[src/rtl/mem_arb_pkg.sv]
// mem_arb_pkg: shared encodings for the main-memory arbiter.
// Imported by mem_arb and its timeout timer.
package mem_arb_pkg;

  typedef enum logic [1:0] {
    ST_IDLE  = 2'd0,
    ST_IBUSY = 2'd1,
    ST_DBUSY = 2'd2
  } state_t;

  localparam logic GNT_FETCH = 1'b0;
  localparam logic GNT_DATA  = 1'b1;

endpackage

[src/rtl/mem_arb_timer.sv]
// mem_arb_timer: loadable access-timeout counter.
// tc flags the last allowed wait cycle; TIMEOUT = 0 never fires.
module mem_arb_timer #(
  parameter int TIMEOUT = 64,
  parameter int TW      = 8
) (
  input  logic          clk,
  input  logic          reset_n,
  input  logic          clr,
  input  logic          en,
  input  logic          ld,
  input  logic [TW-1:0] ld_val,
  output logic          tc
);

  localparam logic [TW-1:0] LAST =
    TW'(TIMEOUT > 0 ? TIMEOUT - 1 : 0);

  logic [TW-1:0] count;

  always_ff @(posedge clk or negedge reset_n) begin
    if (!reset_n) begin
      count <= '0;
    end else if (clr) begin
      count <= '0;
    end else if (ld) begin
      count <= ld_val;
    end else if (en) begin
      count <= count + TW'(1);
    end
  end

  assign tc = (TIMEOUT != 0) && (count == LAST);

endmodule

[src/rtl/mem_arb.sv]
// mem_arb: round-robin arbiter sharing one memory port
// between instruction fetch and data load/store.
module mem_arb
  import mem_arb_pkg::*;
#(
  parameter int AW      = 32,
  parameter int DW      = 32,
  parameter int TIMEOUT = 64,
  parameter int TW      = 8
) (
  input  logic          clk,
  input  logic          reset_n,
  input  logic          i_req,
  input  logic [AW-1:0] i_addr,
  output logic [DW-1:0] i_rdata,
  output logic          i_ack,
  output logic          i_err,
  input  logic          d_req,
  input  logic          d_we,
  input  logic [AW-1:0] d_addr,
  input  logic [DW-1:0] d_wdata,
  output logic [DW-1:0] d_rdata,
  output logic          d_ack,
  output logic          d_err,
  output logic          m_req,
  output logic          m_we,
  output logic [AW-1:0] m_addr,
  output logic [DW-1:0] m_wdata,
  input  logic [DW-1:0] m_rdata,
  input  logic          m_ready,
  output logic          busy
);

  state_t state;
  logic   last_gnt;
  logic   i_elig;
  logic   d_elig;
  logic   pick_i;
  logic   tmr_clr;
  logic   tmr_en;
  logic   tc;
  logic   done;

  // a req still high during its own ack cycle is the old one
  assign i_elig  = i_req && !i_ack;
  assign d_elig  = d_req && !d_ack;
  assign pick_i  = i_elig && (!d_elig || last_gnt == GNT_DATA);
  assign tmr_clr = (state == ST_IDLE);
  assign tmr_en  = (state != ST_IDLE);
  assign done    = m_ready || tc;

  mem_arb_timer #(
    .TIMEOUT (TIMEOUT),
    .TW      (TW)
  ) u_timer (
    .clk     (clk),
    .reset_n (reset_n),
    .clr     (tmr_clr),
    .en      (tmr_en),
    .ld      (1'b0),
    .ld_val  ({TW{1'b0}}),
    .tc      (tc)
  );

  always_ff @(posedge clk or negedge reset_n) begin
    if (!reset_n) begin
      state    <= ST_IDLE;
      last_gnt <= GNT_DATA;
      m_req    <= 1'b0;
      m_we     <= 1'b0;
      m_addr   <= '0;
      m_wdata  <= '0;
      i_rdata  <= '0;
      i_ack    <= 1'b0;
      i_err    <= 1'b0;
      d_rdata  <= '0;
      d_ack    <= 1'b0;
      d_err    <= 1'b0;
      busy     <= 1'b0;
    end else begin
      i_ack <= 1'b0;
      i_err <= 1'b0;
      d_ack <= 1'b0;
      d_err <= 1'b0;
      unique case (state)
        ST_IDLE: begin
          if (pick_i) begin
            state    <= ST_IBUSY;
            last_gnt <= GNT_FETCH;
            m_addr   <= i_addr;
            m_we     <= 1'b0;
            m_req    <= 1'b1;
            busy     <= 1'b1;
          end else if (d_elig) begin
            state    <= ST_DBUSY;
            last_gnt <= GNT_DATA;
            m_addr   <= d_addr;
            m_we     <= d_we;
            m_wdata  <= d_wdata;
            m_req    <= 1'b1;
            busy     <= 1'b1;
          end
        end
        ST_IBUSY: begin
          if (done) begin
            state   <= ST_IDLE;
            m_req   <= 1'b0;
            busy    <= 1'b0;
            i_ack   <= 1'b1;
            i_err   <= !m_ready;
            i_rdata <= m_ready ? m_rdata : '0;
          end
        end
        ST_DBUSY: begin
          if (done) begin
            state   <= ST_IDLE;
            m_req   <= 1'b0;
            busy    <= 1'b0;
            d_ack   <= 1'b1;
            d_err   <= !m_ready;
            d_rdata <= m_ready ? m_rdata : '0;
          end
        end
        default: begin
          state <= ST_IDLE;
          m_req <= 1'b0;
          busy  <= 1'b0;
        end
      endcase
    end
  end

endmodule

[config.mk]
export PLATFORM = sky130hd
export DESIGN_NAME = mem_arb
export DESIGN_NICKNAME = d
export VERILOG_FILES = /design/src/rtl/mem_arb_pkg.sv /design/src/rtl/mem_arb_timer.sv /design/src/rtl/mem_arb.sv
export SDC_FILE = /design/constraint.sdc
export NUM_CORES = 1
export LEC_CHECK = 0
export ABC_AREA = 1
export BUFFER_PORTS_ARGS = -buffer_cell sky130_fd_sc_hd__buf_2
export CAP_MARGIN = 20
export CORE_MARGIN = 4
export CORE_UTILIZATION = 23
export DETAILED_ROUTE_END_ITERATION = 8
export PLACE_DENSITY = 0.51
export SYNTH_ARGS = -nofsm -noshare
export SYNTH_HDL_FRONTEND = slang
export SYNTH_SLANG_ARGS = --single-unit
[constraint.sdc]
create_clock -name clk -period 1.7 [get_ports clk]
set_clock_uncertainty 0.1 [all_clocks]
set_input_delay 0.085 -clock clk [delete_from_list [all_inputs] [get_ports clk]]
set_output_delay 0.085 -clock clk [all_outputs]
set_load 0.05 [all_outputs]
==> metrics, run 1 <==
Post-synth ARST share=100%; Syn Inst Count=712; final hold viol count=0; Port Buffers=268; post-synthesis adder-cell area fraction=0.829%; clk buf depth=2; First DRT Iteration DRCs=286; Power per Cell Area=2110 nW/µm²; Die Wd=170 µm; post-route minimum period=1.61 ns; slowest CP cell=dfrtp_1; Synth Cell Area=6040 µm²; worst slew pin tran=0.408 ns; DP HPWL=13.3 mm; Routed WL per cell=14.5 µm; GRT overflow=0; max-cap viol count=0; sequential-to-total area share from yosys stat=60.1%; vias post-DR=6,138; Synth Area in XOR/XNOR=0%; Die H=170 µm; global-route usage over all layers=14.1%; GP Congestion=0.772; Crit Path Class=reg -> reg; crit-path max cell delay=0.42 ns; cell row count=59; Final Cycle Share=94.8%; Final Max Slew Viols=0; drt total wl=21.2 mm; nature of the critical path endpoint=register; CTS Root Cell=clkbuf_16; Pre-Repair DR Iteration Count=5; area of the core=25,900 µm²; initial antenna violation count=0; syn_nets=850; largest family of logic cells by synthesized area=simple AND/OR/NAND/NOR gates; flops & latches, synth=145; n_diodes=0; CP cell instances=nor2_4 -> inv_1 -> a21oi_4 -> buf_12 -> nand2_2 -> buf_12 -> nand2_1 -> nand2_1; ANT nets after route=0; Fmax=0.621 GHz; DR vias/cell=4.19; Synth top cells by count=nand2_1 (276), dfrtp_1 (144), o21ai_0 (72); Critical Path AT=1.81 ns; die area=28,900 µm²; Area growth syn-to-layout=66.1%; H-tree depth=4; worst rel slew slack=72.8%; Leak=0.00535 µW; Crit path required time=1.90 ns; clock sinks=145; post-synth top area share=59.7%; nets=1,255; Placed Area=7910 µm²; post-synthesis compound-gate area fraction=9.28%; Yosys warning count=0; worst-path maximum fanout=33; Final setup viols=0; worst hold path type=in -> async; Initial Utilization=23.3%; I/O pin cnt=269; Post-Synth Simple-Gate Area=23.3%; final design utilization=38.7%; first-pass GRT wire length=32.9 mm; area leader, netlist=dfrtp_1; multiplexer area fraction after synthesis=0%; Final Cell Area=10,000 µm²; clk slew on worst S/H paths=0.07 ns; Startpoint Class=register; status=complete, no violations; DRC violations left=0; most frequent cell after synthesis=nand2_1; clk_lat worst skew=0.41 ns; CTS buffer count=17; worst vdd ir=1.20 mV; number of synthesized flops with an enable pin=0; CTS tree=done; vias in the first global route=6,429; main flop type after synthesis=dfrtp_1; setup_tns=0 ns; layout cell share with drive strength beyond 1=30.0%; Synth cell types=21; synth top area cells=dfrtp_1 (60%), nand2_1 (17%), o21ai_0 (6.0%); largest net degree at the start of global routing=53; Syn Area/Cell=8.48 µm²
stage by stage:
stage	std cells	power, µW	hold slack (ns)	setup WS (ns)
floorplan	712	13600	-0.311	0.00904
global placement	1296	16600	-0.111	-0.0273
detailed placement	1296	16700	-0.113	-0.0873
CTS	1458	21000	0.000799	0.0448
global route	1465	22500	0.00416	-0.00588
finish	1465	21100	0.0115	0.0885
cell type report:
type,instances,area [µm²]
clock inverters,13,178
multi-input cells,472,2080
fillers,2591,15900
inverters,55,211
clock buffers,19,433
flip-flops and latches,145,3630
well taps,335,419
repair buffers,426,3080
report_power, final:
part | switching, µW | internal (µW) | total, µW
Combinational | 8470 | 2850 | 11300
Clock | 1590 | 2350 | 3940
Sequential | 858 | 5020 | 5870
placed cells by master (no fill, tap or decap), drive strengths merged, types with 4 or more instances in the layout:
master         n
dlygate4sd3  130
o21ai        101
clkinv         4
nand2        277
buf          292
inv           59
a21oi          6
dfrtp        144
nand3         40
nor2          38
clkbuf        23
ha             4
final timing paths:
| kind | startpoint | to | slack (ns) | depth (start not counted) |
|---|---|---|---|---|
| max in group asynchronous | reset_n | m_wdata[2]$_DFFE_PN0P_ | 0.87 | 3 |
| worst min register to register | m_wdata[14]$_DFFE_PN0P_ | m_wdata[14]$_DFFE_PN0P_ | 0.37 | 2 |
| worst max-delay path | d_ack$_DFF_PN0_ | m_wdata[6]$_DFFE_PN0P_ | 0.09 | 8 |
| worst max register to register | d_ack$_DFF_PN0_ | m_wdata[6]$_DFFE_PN0P_ | 0.09 | 8 |
| min in group clk | m_ready | busy$_DFFE_PN0P_ | 0.04 | 5 |
| worst min-delay path | reset_n | d_rdata[5]$_DFFE_PN0P_ | 0.01 | 2 |
registers in the layout (all words and copies together), names as in the netlist:
register	cells
d_rdata	32
busy	1
u_timer.count	8
m_we	1
state	2
m_addr	32
i_err	1
m_wdata	32
d_err	1
i_rdata	32
d_ack	1
i_ack	1
last_gnt	1
layer usage:
layer  up-vias  wire length (µm)  GRT usage (%)
li1       3036                 -              -
met1      2826              9510           18.2
met2       261              9820           23.3
met3        15              1650           4.11
met4         0               226           3.61
met5         -                 0              0
worst max-delay path: cells and delay by family, from the launching register on:
| family | cells | cell delay, ns |
|---|---|---|
| simple gates | 4 | 0.35 |
| buf+inv | 3 | 0.40 |
| compound gates | 1 | 0.19 |
| flops | 1 | 0.42 |
what timing repair did:
action,in CTS,in global routing
hold buffers,130,0
endpoints found under the setup margin,67,120
pin swaps,0,3
hold endpoints to repair,274,0
gates cloned,0,4
setup buffers,0,3
gates resized for setup,4,15
cells by family (layout without fill, tap and decap cells):
group	Yosys count	in the layout
and+or+nand+nor	359	359
adders and majority gates	4	4
buffers and inverters	95	513
AOI/OAI and AO/OA	109	109
DFF	145	145
No activity file was read; power rests on OpenSTA's default activity.
==> run 2: changes to the inputs <==
--- a/config.mk
+++ b/config.mk
@@ -12,6 +12,7 @@
 export CORE_UTILIZATION = 23
 export DETAILED_ROUTE_END_ITERATION = 8
 export PLACE_DENSITY = 0.51
+export REMOVE_ABC_BUFFERS = 1
 export SYNTH_ARGS = -nofsm -noshare
 export SYNTH_HDL_FRONTEND = slang
 export SYNTH_SLANG_ARGS = --single-unit
==> metrics, run 2 (synthesis results as in run 1) <==
worst vdd ir=1.33 mV (was 1.20 mV); Die Wd=170 µm (unchanged); H-tree depth=4 (unchanged); Initial Utilization=23.3% (unchanged); worst reg-to-reg path cell count=9 (was 8); Routed WL per cell=14.6 µm (was 14.5 µm); clock sinks=145 (unchanged); final hold viol count=0 (unchanged); area of the core=25,900 µm² (unchanged); worst slack at placement=-0.0862 ns (was -0.0873 ns); setup ws final=0.0918 ns (was 0.0885 ns); layout cell share with drive strength beyond 1=30.5% (was 30.0%); Pre-Repair DR Iteration Count=4 (was 5); Placed Area=7920 µm² (was 7910 µm²); max-cap viol count=0 (unchanged); die area=28,900 µm² (unchanged); r2r startpoint=state[0]$_DFFE_PN0P_ (was d_ack$_DFF_PN0_); status=complete, no violations (unchanged); initial antenna violation count=0 (unchanged); non-filler cells in the finished layout=1,468 (was 1,465); worst-path maximum fanout=33 (unchanged); DR vias/cell=4.25 (was 4.19); Die H=170 µm (unchanged); nature of the critical path endpoint=register (unchanged); Crit path required time=1.91 ns (was 1.90 ns); Port Buffers=268 (unchanged); first-pass GRT wire length=33.5 mm (was 32.9 mm); Final Cycle Share=94.6% (was 94.8%); global routing usage on met3=3.88% (was 4.11%); ANT nets after route=0 (unchanged); DRC violations left=0 (unchanged); Tot Pwr=20,900 µW (was 21,100 µW); crit path launch=state[0]$_DFFE_PN0P_ (was d_ack$_DFF_PN0_); Critical Path End=m_wdata[30]$_DFFE_PN0P_ (was m_wdata[6]$_DFFE_PN0P_); post-route minimum period=1.61 ns (about the same); drt total wl=21.5 mm (was 21.2 mm); Leak=0.00536 µW (was 0.00535 µW); clk buf depth=2 (unchanged); number of fillers in the final layout=2,617 (was 2,591); GP Congestion=0.811 (was 0.772); gr busiest metal=met2 (unchanged); Power per Cell Area=2090 nW/µm² (was 2110 nW/µm²); CTS Root Cell=clkbuf_16 (unchanged); clk_lat worst skew=0.41 ns (about the same); RR Endpoint=m_wdata[30]$_DFFE_PN0P_ (was m_wdata[6]$_DFFE_PN0P_); most common cell after layout, fill and taps aside=nand2_1 (unchanged); n_diodes=0 (unchanged); First DRT Iteration DRCs=384 (was 286); Fmax=0.622 GHz (was 0.621 GHz); Crit Path Class=reg -> reg (unchanged); GRT overflow=0 (unchanged); Startpoint Class=register (unchanged); cell row count=59 (unchanged); met2 usage=23.1% (was 23.3%); global-route usage over all layers=14.4% (was 14.1%); largest net degree at the start of global routing=56 (was 53); clk slew on worst S/H paths=0.06 ns (was 0.07 ns); CTS buffer count=17 (unchanged); nets=1,258 (was 1,255); worst slew pin tran=0.442 ns (was 0.408 ns); placed cell count=1,297 (was 1,296); Reg2Reg Setup Slack=0.09 ns (about the same); Final setup viols=0 (unchanged); worst rel slew slack=70.5% (was 72.8%); Final Max Slew Viols=0 (unchanged); CTS tree=done (unchanged); Area growth syn-to-layout=65.6% (was 66.1%); DP HPWL=13.9 mm (was 13.3 mm); most frequent cells in the layout=nand2_1 (271), buf_2 (267), dfrtp_1 (144), dlygate4sd3_1 (130), o21ai_0 (72) (was nand2_1 (272), buf_2 (267), dfrtp_1 (144), dlygate4sd3_1 (130), o21ai_0 (72)); Critical Path AT=1.81 ns (about the same); worst hold path type=in -> reg (was in -> async); grt met1 use=18.8% (was 18.2%); vias post-DR=6,242 (was 6,138); Hold Worst Slack=0.0122 ns (was 0.0115 ns); vias in the first global route=6,472 (was 6,429); Final Cell Area=10,000 µm² (about the same); I/O pin cnt=269 (unchanged)
[run 2: cell type report]
type	count	area, µm²	area share [%]
clock buffers	20	457	4.57
clock inverters	12	124	1.24
inverters	55	211	2.11
multi-input cells	472	2070	20.7
flip-flops and latches	145	3630	36.3
well taps	335	419	4.19
repair buffers	429	3090	30.9
[run 2: worst min-delay path by stage]
stage	startpoint	slack, ns	cells after the start	endpoint
finish	m_ready	0.01	3	i_err$_DFF_PN0_
global route	m_ready	0.02	3	i_err$_DFF_PN0_
CTS	m_ready	0.01	3	i_err$_DFF_PN0_
detailed placement	reset_n	-0.07	1	d_rdata[31]$_DFFE_PN0P_
global placement	reset_n	-0.06	1	d_rdata[16]$_DFFE_PN0P_
floorplan	reset_n	-0.31	0	busy$_DFFE_PN0P_
[run 2: where the power goes]
group | switching, µW | internal (µW) | total [µW] | leakage (µW)
Sequential | 871 | 5020 | 5890 | 0.00181
Combinational | 8480 | 2810 | 11300 | 0.00327
Clock | 1570 | 2130 | 3700 | 0.000284
[run 2: per-layer routing]
layer	part of all wire, %	routed length (µm)
met1	45	9710
met3	7.2	1550
met2	46	9830
met5	0	0
met4	1.9	399
[run 2: critical path, cell delays in order (launching register included)]
cell     delay (ns)
dfrtp_1        0.39
inv_1          0.09
ha_2           0.19
inv_2          0.06
a21oi_4        0.17
buf_12         0.14
nand2_2        0.06
buf_12         0.17
nand2_1        0.08
nand2_1        0.06
[run 2: what timing repair did]
action	in CTS	in global routing
hold buffers	130	0
pin swaps	0	2
endpoints found under the hold margin	273	0
resized for setup	2	18
gates cloned	0	3
buffers inserted	0	6
endpoints found under the setup margin	33	119
[run 2: through the flow]
| stage | util [%] | setup TNS, ns |
|---|---|---|
| finish | 38.6 | 0 |
| global route | 38.6 | -0.107 |
| CTS | 37.8 | 0 |
| detailed placement | 30.5 | -1.98 |
| global placement | 30.5 | -0.799 |
| floorplan | - | -77.99 |
